--- src/rtl/alu_ex_stage.sv ---
// alu_ex_stage: EX/MEM stage behind the 32-bit ALU.
//   Two-entry skid buffer (main = head, skid = overflow) with valid/ready on both sides.
//   Sanitises ALU flags at capture. Owns the architectural NZCV register, which is
//   committed in order as the head entry leaves the stage.
// Ports
//   clk, reset (async, active-high), flush (sync, drops all entries)
//   in_*   : ALU result, flags, opcode, set_flags, rd tag, write enable, valid/ready
//   out_*  : head result, rd, wr_en, valid/ready
//   flag_n/z/c/v  : architectural flags
//   flags_pending : some buffered entry will update flags
module alu_ex_stage #(
  parameter int DATA_WIDTH = 32,
  parameter int RD_WIDTH   = 5
) (
  input  logic                  clk,
  input  logic                  reset,
  input  logic                  flush,
  input  logic                  in_valid,
  output logic                  in_ready,
  input  logic [DATA_WIDTH-1:0] in_result,
  input  logic                  in_negative,
  input  logic                  in_zero,
  input  logic                  in_overflow,
  input  logic                  in_cout,
  input  logic [2:0]            in_ctrl,
  input  logic                  in_set_flags,
  input  logic [RD_WIDTH-1:0]   in_rd,
  input  logic                  in_wr_en,
  output logic                  out_valid,
  input  logic                  out_ready,
  output logic [DATA_WIDTH-1:0] out_result,
  output logic [RD_WIDTH-1:0]   out_rd,
  output logic                  out_wr_en,
  output logic                  flag_n,
  output logic                  flag_z,
  output logic                  flag_c,
  output logic                  flag_v,
  output logic                  flags_pending
);

  typedef struct packed {
    logic [DATA_WIDTH-1:0] result;
    logic [RD_WIDTH-1:0]   rd;
    logic                  wr_en;
    logic                  set_flags;
    logic                  n;
    logic                  z;
    logic                  c;
    logic                  v;
    logic                  arith;
  } ent_t;

  ent_t main_q, skid_q, in_ent;
  logic main_valid, skid_valid;
  logic do_acc, do_rel, arith;

  // C/V are only meaningful for ADD/SUB; gating with arith also keeps an
  // undefined overflow from logic ops out of the registers.
  assign arith = (in_ctrl == 3'd2) || (in_ctrl == 3'd3);

  always_comb begin
    in_ent           = '0;
    in_ent.result    = in_result;
    in_ent.rd        = in_rd;
    in_ent.wr_en     = in_wr_en;
    in_ent.set_flags = in_set_flags;
    in_ent.n         = in_negative;
    in_ent.z         = in_zero;
    in_ent.c         = arith & in_cout;
    in_ent.v         = arith & in_overflow;
    in_ent.arith     = arith;
  end

  // in_ready depends only on state, so out_ready never reaches it combinationally.
  assign in_ready      = ~skid_valid;
  assign out_valid     = main_valid & ~flush;
  assign do_acc        = in_valid & in_ready & ~flush;
  assign do_rel        = out_valid & out_ready;
  assign out_result    = main_q.result;
  assign out_rd        = main_q.rd;
  assign out_wr_en     = main_q.wr_en;
  assign flags_pending = (main_valid & main_q.set_flags) | (skid_valid & skid_q.set_flags);

  always_ff @(posedge clk or posedge reset) begin
    if (reset) begin
      main_valid <= 1'b0;
      skid_valid <= 1'b0;
      main_q     <= '0;
      skid_q     <= '0;
      flag_n     <= 1'b0;
      flag_z     <= 1'b0;
      flag_c     <= 1'b0;
      flag_v     <= 1'b0;
    end else if (flush) begin
      main_valid <= 1'b0;
      skid_valid <= 1'b0;
    end else begin
      if (do_rel) begin
        if (main_q.set_flags) begin
          flag_n <= main_q.n;
          flag_z <= main_q.z;
          if (main_q.arith) begin
            flag_c <= main_q.c;
            flag_v <= main_q.v;
          end
        end
        // skid full implies in_ready=0, so no accept can collide with the refill
        if (skid_valid) begin
          main_q     <= skid_q;
          main_valid <= 1'b1;
          skid_valid <= 1'b0;
        end else if (do_acc) begin
          main_q     <= in_ent;
          main_valid <= 1'b1;
        end else begin
          main_valid <= 1'b0;
        end
      end else if (do_acc) begin
        if (main_valid) begin
          skid_q     <= in_ent;
          skid_valid <= 1'b1;
        end else begin
          main_q     <= in_ent;
          main_valid <= 1'b1;
        end
      end
    end
  end

endmodule

--- config.mk ---
export PLATFORM = sky130hd
export DESIGN_NAME = alu_ex_stage
export DESIGN_NICKNAME = d
export VERILOG_FILES = /design/src/rtl/alu_ex_stage.sv
export SDC_FILE = /design/constraint.sdc
export NUM_CORES = 1
export LEC_CHECK = 0
export BUFFER_PORTS_ARGS = -buffer_cell sky130_fd_sc_hd__buf_2
export CORE_MARGIN = 1.5
export CORE_UTILIZATION = 38
export CTS_CLUSTER_SIZE = 24
export DETAILED_ROUTE_END_ITERATION = 7
export SLEW_MARGIN = 0
export SYNTH_ARGS = -nofsm -noshare
export SYNTH_HDL_FRONTEND = slang
export SYNTH_SLANG_ARGS = --single-unit
--- constraint.sdc ---
create_clock -name clk -period 2.65 [get_ports clk]
set_input_delay 0 -clock clk [delete_from_list [all_inputs] [get_ports clk]]
set_output_delay 0 -clock clk [all_outputs]
set_load 0.02 [all_outputs]
; Word-level counts from Yosys, hierarchy flattened
; Index checks and enable logic that the tools add are counted.
[totals]
regBits = 94
[op_classes]
muxes = 14
n_reduce_logical = 10
bitwise = 12
n_eq_ne = 3
[op_table]
columns = cell, count
row1 = 2-to-1 mux 44 bit, 5
row2 = AND reduction 4 bit, 3
row3 = 2-to-1 mux 1 bit, 9
row4 = AND 1 bit, 8
row5 = "equality test 3 x 2 -> 1 bit, second input constant", 2
row6 = nonzero test 3 bit, 2
row7 = nonzero test 2 bit, 2
row8 = NOT 1 bit, 3
row9 = AND reduction 3 bit, 1
row10 = "!= test 2 x 1 -> 1 bit, second input constant", 1
row11 = AND reduction 2 bit, 1
row12 = logical OR 1 bit, 1
row13 = bitwise OR 1 bit, 1

; Logic depth before layout (Yosys ltp)
; Gate-level depths: netlist of the first run.
[depth]
ltp_word = 7
mapped_depth = 5
depth_no_buf = 3

; Worst setup path before layout of the first run
; Ideal clock, no wire load.
[synth_path]
path_kind = register to register
startpoint = register skid_valid
endpoint = register main_q[0] (netlist bit)
setup_ns = 0.125
slack_ns = 0.809
stages_incl_launch_ff = 6
t_required_ns = 2.525
t_arrival_ns = 1.716
path_cell_list = dfrtp_1 buf_6 nor2b_4 a2111oi_4 buf_6 mux2_4
[synth_between]
elab_chain_cells = 5
elab_cells_between_ends = 8
classes_between = mux (2) / bitwise (3) / reduce/logical (3)
[synth_rtl]
columns = item, line_no
row1 = from (decl), 54  ; logic main_valid, skid_valid;
row2 = from (signal assigned), 87  ; skid_valid <= 1'b0;
row3 = from (signal assigned), 96  ; skid_valid <= 1'b0;
row4 = from (signal assigned), 111  ; skid_valid <= 1'b0;
row5 = NOT 1 bit, 75  ; assign in_ready = ~skid_valid;
row6 = AND 1 bit (2 in series), 77  ; assign do_acc = in_valid & in_ready & ~flush;
row7 = nonzero test 2 bit (no source line), --
row8 = AND reduction 4 bit (no source line), --
row9 = to (signal assigned), 109  ; main_q <= skid_q;
row10 = to (signal assigned), 113  ; main_q <= in_ent;
row11 = to (signal assigned), 123  ; main_q <= in_ent;
row12 = to (decl), 53  ; ent_t main_q, skid_q, in_ent;
; Parallel ways exist; a longest one is shown, timed or not.
; A chain may end at the register's enable or synchronous reset.

; Final worst setup path of the first run
[layout_path]
startpoint = register main_valid
endpoint = register main_q, in the netlist out_result[6]
[layout_between]
elab_chain_cells = 4
elab_cells_between_ends = 6
classes_between = eq/ne (1) / mux (1) / bitwise (2) / reduce/logical (2)
[layout_rtl]
columns = item, line_no
row1 = from (decl), 54
row2 = from (signal assigned), 86  ; main_valid <= 1'b0;
row3 = from (signal assigned), 95  ; main_valid <= 1'b0;
row4 = from (signal assigned), 110  ; main_valid <= 1'b1;
row5 = AND 1 bit, 76  ; assign out_valid = main_valid & ~flush;
row6 = AND 1 bit, 78  ; assign do_rel = out_valid & out_ready;
row7 = != test 2 x 1 -> 1 bit (no source line) / nonzero test 2 bit (equally long branches), --
row8 = AND reduction 4 bit (no source line), --
; Parallel ways exist; a longest one is shown, timed or not.

==> metrics.md, run 1 <==
| Metric | Value |
|---|---|
| Most used DFF post-synth | dfrtp_1 |
| Rel. slew slack | 0.299 |
| Ports | 96 |
| Grt met1 use | 0.172 |
| Net Count, Synth | 353 |
| Distinct cell type count after synthesis | 25 |
| Synth area leader | dfrtp_1 |
| Post-CTS setup buffer count | 0 |
| Hold slack | 0.0496 ns |
| Chip width | 112 um |
| Inst Count DP | 492 |
| Number of synthesized flops with an enable pin | 0 |
| Post-layout instance area | 5580 sq um |
| Post-synth ARST share | 1.00 |
| Setup Total Neg Slack | 0 ns |
| CTS max path bufs | 2 |
| DR DRC count | 0 |
| Final Setup Violations | 0 |
| CP startpoint | main_valid$_DFFE_PP0P_ |
| Maxcap violations | 0 |
| Congestion Overflow GR | 0 |
| Synth Area in XOR/XNOR | 0 |
| WL/cell | 14.7 um |
| GR Util met2 | 0.236 |
| Gpl congestion | 0.678 |
| Clock sink total | 94 |
| FP Rows | 39 |
| Syn Inst Count | 302 |
| Die height | 112 um |
| Filler cells | 1008 |
| Synth Area in Simple Gates | 0.0229 |
| Initial Util | 0.391 |
| Synth Cell Area | 4480 sq um |
| Reg clk slew, reported paths | 0.07 ns |
| Detailed Route WL | 8130 um |
| Leakage power | 2.59 nW |
| Crit path arrival time | 2.53 ns |
| Initial DRC Count | 56 |
| Outcome | finished clean |
| Critical Path Fanout Max | 44 |
| Main combinational cell family by area after synthesis | multiplexers |
| Number of global-route vias before repair | 2866 |
| Total track usage | 0.144 |
| Htree depth | 3 |
| Vias | 2637 |
| Crit Path Class | reg -> reg |
| RSZ-0062 raised after global routing | false |
| CP Capture Type | flop |
| HP Class | in -> reg |
| TritonRoute pass-1 iters | 3 |
| Grt met3 use | 0.0512 |
| Antenna-violating nets left | 0 |
| Vias per cell | 4.77 |
| Post-route insts no fill | 553 |
| Yosys reg bits | 94 |
| First-pass GRT wire length | 14100 um |
| Grt peak-use layer | met2 |
| DIE AREA | 12500 sq um |
| Largest vdd supply drop | 0.462 mV |
| Crit path required time | 2.87 ns |
| Worst slew pin tran | 1.05 ns |
| Tot Pwr | 4.29 mW |
| Worst-Skew Late Latency | 0.34 ns |
| Pwr dens | 769 nW/um^2 |
| Min-delay src | in_cout |
| Num CTS Buffers | 9 |
| Register area | 2350 sq um |
| CP Launch Type | flop |
| Final nets | 456 |
| Post-synth top area share | 0.525 |
| Ranking of synthesized cells by area | dfrtp_1, mux2_2, buf_4, mux2_4, buf_6 |
| Max Fclk | 434 MHz |
| Sequential share of the synthesized area | 0.525 |
| Final Skew | 0.00926 ns |
| Area of the multi-input gates | 1740 sq um |
| Root Driver | clkbuf_16 |
| Dpl ws | 0.294 ns |
| Tmin final | 2.31 ns |
| Worst R2R Start | main_valid$_DFFE_PP0P_ |
| Mux share of post-synthesis cell area | 0.350 |
| Mean Syn Cell Area | 14.8 sq um |
| Synthesis Warnings | 0 |
| Layout cells sized above 1 | 0.622 |
| Post-layout util | 0.487 |
| DP HPWL | 5110 um |
| IO buf count | 94 |
| Setup ws final | 0.344 ns |
| Synth Area in Adders | 0 |
| Final period util | 0.870 |
| Final Hold Viols | 0 |
| CTS tree | yes |
| Placed inst area | 4790 sq um |
| Initial antenna violation count | 0 |
| Area Overhead vs Synth | 24.4% |
| Synth Area in Compound Gates | 0.0134 |
| Total core area | 11500 sq um |
| Diodes inserted | 0 |
| Final slew viol count | 0 |
| Largest net degree at the start of global routing | 85 |
where the power goes:
group	switching, mW	internal [mW]
logic	0.429	0.489
clock network	0.529	0.903
registers	0.164	1.78
critical path, stage by stage, from the launching register on:
cell      delay (ns)
dfrtp_1         0.58
nand4b_4        0.76
mux2_2          0.55
mux2_2          0.27
layer usage:
| metal | share of wire | wire (um) | vias up |
|---|---|---|---|
| met5 | 0 | 0 | - |
| met4 | 0.021 | 173 | 0 |
| met3 | 0.053 | 429 | 15 |
| met2 | 0.48 | 3870 | 58 |
| met1 | 0.45 | 3660 | 1330 |
| li1 | - | - | 1234 |
layout by cell type, fill, tap and decap left out:
cell	n
mux2_4	10
nand2b_2	1
inv_1	1
a22o_2	1
nand4b_4	1
dlygate4sd3_1	45
mux2_1	3
buf_4	5
inv_4	1
clkinv_2	1
nor2_1	1
dfrtp_1	94
nand3_1	1
and2b_1	1
mux2_2	123
clkbuf_8	3
and3b_1	2
clkbuf_1	1
nand4_1	1
bufinv_16	2
a211oi_1	1
buf_2	94
nor2b_1	1
nor2b_4	1
o21ai_0	1
a21oi_1	2
nor3b_4	1
a2111oi_4	1
inv_2	1
clkbuf_16	9
synthesized netlist by cell type (2+ instances only):
cell type and n:
mux2_4 10, clkbuf_1 4, buf_2 4, dfrtp_1 94, and3b_1 2, a21oi_1 2, inv_1 2, mux2_1 3
mux2_2 123, buf_4 38, buf_6 6
path summary, 6_finish.rpt:
kind                            slack [ns]  cells after the start                    endpoint
worst max register to register        0.34                      3   out_result[6]$_DFFE_PP0P_
max in group asynchronous             1.41                      4       main_q[1]$_DFFE_PP0P_
worst min register to register        0.49                      1       skid_q[8]$_DFFE_PP0P_
min in group asynchronous             0.44                      3  out_result[29]$_DFFE_PP0P_
worst min-delay path                  0.05                      3       skid_q[2]$_DFFE_PP0P_
worst max-delay path                  0.34                      3   out_result[6]$_DFFE_PP0P_
kinds of logic after synthesis:
| logic type | after synthesis |
|---|---|
| compound gates | 6 |
| buf+inv | 55 |
| simple gates | 11 |
| mux | 136 |
| flops | 94 |
registers in the layout, indices dropped and copies added (netlist names):
name and count:
main_q 6, skid_q 44, out_rd 5, flag_n 1, out_result 32, flag_c 1, skid_valid 1, flag_z 1
flag_v 1, main_valid 1, out_wr_en 1
area by class of cell:
type                            instances  share of cell area
Sequential cell                        94               0.422
Multi-Input combinational cell        153               0.312
Timing Repair Buffer                  144               0.172
Clock buffer                           13              0.0484
Tap cell                              143              0.0321
Clock inverter                          3              0.0117
Inverter                                3             0.00247
repair_timing:
item	CTS	global route
hold endpoints to repair	126	0
resized for setup	0	0
hold buffers	45	0
Note: power is estimated with default switching activity, not from simulation.
==> run 2, diff against run 1 <==
GPL_TIMING_DRIVEN = 0   (was not set)
==> run 2 against run 1 <==
First-iteration DRC count stayed put. Via count is 6.5% higher. Wire length is 4.1% higher. Die area stayed put. Critical path depth is 2 higher. Sequential share of layout area is 2.1 points lower. Critical path type unchanged. Clock power is 17% lower. Sequential power hardly changed. Utilization is 2.6 points higher. Clock skew is 0.0035 ns lower. Worst setup slack better by 0.23 ns. Hold slack better by 0.010 ns.
==> metrics.md, run 2 (same netlist as run 1, synthesis figures left out) <==
| Metric | Value |
|---|---|
| Outcome | finished clean |
| Commonest non-fill, non-tap cells in the layout | mux2_2, buf_2, dfrtp_1, dlygate4sd3_1, buf_4 |
| RSZ-0062 raised after global routing | false |
| Final period util | 0.784 (-0.0863) |
| Worst slew pin tran | 0.743 ns (-0.308 ns) |
| Detailed Route WL | 8460 um (+4.1%) |
| Largest vdd supply drop | 0.339 mV (-27%) |
| Leakage power | 2.77 nW (+7.1%) |
| Hold endpoint | skid_q[2]$_DFFE_PP0P_ |
| Final slew viol count | 0 (unchanged) |
| Crit path arrival time | 2.30 ns (-0.23 ns) |
| Area Overhead vs Synth | 31.1% |
| Diodes inserted | 0 (unchanged) |
| Root Driver | clkbuf_16 |
| First-pass GRT wire length | 14200 um (+0.84%) |
| Post-layout instance area | 5880 sq um (+5.3%) |
| Hold slack | 0.0597 ns (+0.0101 ns) |
| Total track usage | 0.145 (+0.000384) |
| Number of global-route vias before repair | 2923 (+2.0%) |
| Total core area | 11500 sq um (unchanged) |
| WL/cell | 14.1 um (-4.1%) |
| CP Launch Type | flop |
| Maxcap violations | 0 (unchanged) |
| Worst-Skew Late Latency | 0.34 ns (about the same) |
| Die height | 112 um (unchanged) |
| Reg-to-reg endpoint | out_result[17]$_DFFE_PP0P_ |
| Number of gates given a new drive strength after cts | 0 (unchanged) |
| Final Skew | 0.00580 ns (-0.00346 ns) |
| Clock sink total | 94 (unchanged) |
| TritonRoute pass-1 iters | 4 (+1) |
| Tmin final | 2.08 ns (-0.229 ns) |
| Congestion Overflow GR | 0 (unchanged) |
| CTS tree | yes |
| DR DRC count | 0 (unchanged) |
| Vias | 2809 (+6.5%) |
| CTS max path bufs | 2 (unchanged) |
| Num CTS Buffers | 9 (unchanged) |
| Reg with most FFs | skid_q |
| Antenna-violating nets left | 0 (unchanged) |
| R2R Setup Slk | 0.57 ns (+0.23 ns) |
| Max reg flops | 44 (unchanged) |
| Max Fclk | 481 MHz (+11%) |
| Critical Path Fanout Max | 10 (-77%) |
| Pwr dens | 719 nW/um^2 (-6.5%) |
| Post-layout util | 0.512 (+0.0260) |
| Worst R2R Start | main_valid$_DFFE_PP0P_ |
| Chip width | 112 um (unchanged) |
| Reg clk slew, reported paths | 0.06 ns (about the same) |
| DP HPWL | 5630 um (+10%) |
| Setup Total Neg Slack | 0 ns (unchanged) |
| Final nets | 503 (+10%) |
| Crit path required time | 2.87 ns (about the same) |
| Rel. slew slack | 0.504 (+0.205) |
| IO buf count | 93 (-1.1%) |
| HP Class | in -> reg |
| Slowest stage cell, crit path | clkbuf_1 |
| Hold path depth | 3 (unchanged) |
| Initial Util | 0.391 (unchanged) |
| Largest net degree at the start of global routing | 65 (-24%) |
| Vias per cell | 4.68 (-1.8%) |
| Ports | 96 (unchanged) |
| Crit Path Class | reg -> reg |
| Initial antenna violation count | 0 (unchanged) |
| Cells along the critical path | buf_6 > nand4b_2 > clkbuf_1 > mux2_2 > mux2_4 |
| FP Rows | 39 (unchanged) |
| Placed inst area | 5160 sq um (+7.6%) |
| Gpl congestion | 0.671 (-1.0%) |
| Initial DRC Count | 56 (unchanged) |
| Final Setup Violations | 0 (unchanged) |
| DIE AREA | 12500 sq um (unchanged) |
| Tot Pwr | 4.23 mW (-1.5%) |
| Min-delay src | in_cout |
| Layout cells sized above 1 | 0.650 (+0.0279) |
| Htree depth | 3 (unchanged) |
| Final Hold Viols | 0 (unchanged) |
| CP Capture Type | flop |
| CP peak stage delay | 0.57 ns (-0.19 ns) |
| Most common cell after layout, fill and taps aside | mux2_2 |
| Reg2Reg Depth | 5 (+2) |
## run 2: cell types whose count changed in the layout (fill, tap and decap cells not counted), sizes merged
cell / change
buf: +43
bufinv: -2
clkbuf: +3
clkinv: +2
clkinvlp: +1
## run 2: final cells by class
type                    instances  area [sq um]
plain buffers                  52           388
clock buffers                  12           246
clock inverters                 4          22.5
fillers                       988          5590
inverters                       3          13.8
multi-input cells             153          1730
flip-flops and latches         94          2350
well taps                     143           179
repair buffers                139           943
## run 2: how the worst max path moves through the flow
stage | startpoint | endpoint | slack, ns | cells after the start
after floorplan | reset | flag_c$_DFFE_PP0P_ | 0.20 | 1
after global placement | reset | main_q[2]$_DFFE_PP0P_ | -1.05 | 2
after detailed placement | skid_valid$_DFFE_PP0P_ | out_result[30]$_DFFE_PP0P_ | 0.55 | 5
after CTS | skid_valid$_DFFE_PP0P_ | out_result[30]$_DFFE_PP0P_ | 0.53 | 5
after global routing | main_valid$_DFFE_PP0P_ | out_result[15]$_DFFE_PP0P_ | 0.46 | 5
final | main_valid$_DFFE_PP0P_ | out_result[17]$_DFFE_PP0P_ | 0.57 | 5
## run 2: layer usage
| metal | global-route usage | vias up | share of wire |
|---|---|---|---|
| li1 | - | 1330 | - |
| met1 | 0.183 | 1412 | 0.46 |
| met2 | 0.236 | 55 | 0.48 |
| met3 | 0.0321 | 12 | 0.039 |
| met4 | 0.0700 | 0 | 0.021 |
| met5 | 0 | - | 0 |
## run 2: critical path: cells and delay by family (launching register included)
family,cells,cell delay (ns)
flip-flops,1,0.37
multiplexers,2,0.66
buffers and inverters,2,0.71
AND/OR/NAND/NOR,1,0.21
## run 2: what timing repair did
| action | CTS | global route |
|---|---|---|
| hold buffers | 45 | 0 |
| endpoints found under the hold margin | 73 | 0 |
| setup buffers | 0 | 0 |
## run 2: power by group
group	leakage, nW	switching [mW]	internal [mW]
clock	0.132	0.525	0.657
sequential	1.14	0.162	1.78
combinational	1.49	0.462	0.643
total	2.77	1.15	3.08
## run 2: metrics by stage
stage               setup slack (ns)  instances
floorplan                      0.201        302
global placement               -1.05        538
detailed placement             0.552        539
CTS                            0.532        600
global route                   0.459        600
finish                         0.573        600
==> run 3, diff against run 2 <==
clock period = 2.2 ns   (was 2.65 ns; I/O delays follow)
==> run 3 against run 2 <==
Flip-flop and latch count stayed put. Sequential share of layout area is 0.093 points lower. Critical path depth stayed put. Register-to-register slack worse by 0.41 ns. Cell count is 0.17% higher. Hold slack worse by 0.043 ns. Critical path type unchanged. Largest power group unchanged.
==> metrics.md, run 3 (same netlist as run 1, synthesis figures left out) <==
| Metric | Value |
|---|---|
| Final nets | 504 (+0.20%) |
| WL/cell | 14.2 um (+0.79%) |
| Max Fclk | 492 MHz (+2.2%) |
| Tmin final | 2.03 ns (-0.0438 ns) |
| Post-CTS setup buffer count | 0 (unchanged) |
| Crit path arrival time | 2.26 ns (-0.04 ns) |
| HP Class | in -> reg |
| Number of global-route vias before repair | 2951 (+0.96%) |
| Outcome | finished clean |
| Final slew viol count | 0 (unchanged) |
| Largest net degree at the start of global routing | 38 (-42%) |
| Filler cells | 1004 (+1.6%) |
| DIE AREA | 12500 sq um (unchanged) |
| Setup Total Neg Slack | 0 ns (unchanged) |
| IO buf count | 93 (unchanged) |
| Area Overhead vs Synth | 31.4% |
| Root Driver | clkbuf_16 |
| Final Skew | 0.00430 ns (-0.00151 ns) |
| Post-layout util | 0.514 (+0.00120) |
| Initial DRC Count | 48 (-14%) |
| TritonRoute pass-1 iters | 4 (unchanged) |
| Reg with most FFs | skid_q |
| Vias per cell | 4.56 (-2.7%) |
| Most common cell after layout, fill and taps aside | mux2_2 |
| Max reg flops | 44 (unchanged) |
| CTS max path bufs | 2 (unchanged) |
| Inst Count DP | 540 (+0.19%) |
| Worst-Skew Late Latency | 0.34 ns (about the same) |
| DP HPWL | 5800 um (+3.0%) |
| DR DRC count | 0 (unchanged) |
| CTS tree | yes |
| Total track usage | 0.150 (+0.00523) |
| Initial antenna violation count | 0 (unchanged) |
| Crit path required time | 2.42 ns (-0.45 ns) |
| Clock sink total | 94 (unchanged) |
| Htree depth | 3 (unchanged) |
| Vias | 2739 (-2.5%) |
| Rel. slew slack | 0.525 (+0.0210) |
| CTS Hold Buffers Added | 45 (unchanged) |
| Tot Pwr | 5.10 mW (+21%) |
| Total core area | 11500 sq um (unchanged) |
| Initial Util | 0.391 (unchanged) |
| Setup ws final | 0.167 ns (-0.406 ns) |
| CP Capture Type | flop |
| Area of the multi-input gates | 1730 sq um (unchanged) |
| Largest vdd supply drop | 0.452 mV (+33%) |
| Final Hold Viols | 0 (unchanged) |
| Leakage power | 2.77 nW (about the same) |
| Diodes inserted | 0 (unchanged) |
| Die height | 112 um (unchanged) |
| Num CTS Buffers | 9 (unchanged) |
| Hold slack | 0.0166 ns (-0.0432 ns) |
| Critical Path Fanout Max | 10 (unchanged) |
| Final Setup Violations | 0 (unchanged) |
| Maxcap violations | 0 (unchanged) |
| Number of gates given a new drive strength after cts | 0 (unchanged) |
| Post-route insts no fill | 601 (+0.17%) |
| Reg clk slew, reported paths | 0.06 ns (about the same) |
| Register area | 2350 sq um (unchanged) |
| Ports | 96 (unchanged) |
| FP Rows | 39 (unchanged) |
| Placed inst area | 5170 sq um (+0.27%) |
| Commonest non-fill, non-tap cells in the layout | mux2_2, buf_2, dfrtp_1, dlygate4sd3_1, buf_4 |
| Antenna-violating nets left | 0 (unchanged) |
| Layout cells sized above 1 | 0.651 (+0.000764) |
| Detailed Route WL | 8540 um (+0.96%) |
| Crit Path Class | reg -> reg |
| Pwr dens | 866 nW/um^2 (+20%) |
| Worst slew pin tran | 0.712 ns (-0.0315 ns) |
| Dpl ws | 0.113 ns (-0.440 ns) |
| Post-layout instance area | 5890 sq um (+0.23%) |
| First-pass GRT wire length | 14600 um (+2.5%) |
| CP Launch Type | flop |
| Final period util | 0.924 (+0.140) |
| Chip width | 112 um (unchanged) |
| Gpl congestion | 0.727 (+8.2%) |
| Congestion Overflow GR | 0 (unchanged) |
| RSZ-0062 raised after global routing | false |
## run 3: worst max-delay path: stages (launching register included)
cell,delay [ns]
dfrtp_1,0.37
buf_6,0.13
nor2b_4,0.12
a2111oi_4,0.68
buf_6,0.28
mux2_4,0.32
## run 3: power by group
group	switching, mW	internal [mW]	total, mW
logic	0.558	0.777	1.33
clock network	0.632	0.792	1.42
registers	0.202	2.14	2.34
## run 3: area by class of cell
class,count,area share
sequential,94,0.399
multi-input combinational,153,0.294
timing repair buffer,140,0.162
buffer,52,0.0658
clock buffer,12,0.0418
tap,143,0.0304
clock inverter,4,0.00382
inverter,3,0.00255
## run 3: metal layers
layer | track usage | wire length (um)
met4 | 0.0743 | 195
met3 | 0.0386 | 364
met1 | 0.196 | 4040
met5 | 0 | 0
met2 | 0.232 | 3940
## run 3: worst paths after layout
| path | from | endpoint | slack [ns] | cells past startpoint |
|---|---|---|---|---|
| max in group asynchronous | reset | skid_q[4]$_DFFE_PP0P_ | 1.05 | 5 |
| worst max-delay path | skid_valid$_DFFE_PP0P_ | out_result[17]$_DFFE_PP0P_ | 0.17 | 5 |
| worst min-delay path | in_valid | skid_valid$_DFFE_PP0P_ | 0.02 | 3 |
| min in group asynchronous | reset | skid_q[24]$_DFFE_PP0P_ | 0.33 | 3 |
| worst min register to register | skid_q[2]$_DFFE_PP0P_ | skid_q[2]$_DFFE_PP0P_ | 0.48 | 1 |
| worst max register to register | skid_valid$_DFFE_PP0P_ | out_result[17]$_DFFE_PP0P_ | 0.17 | 5 |
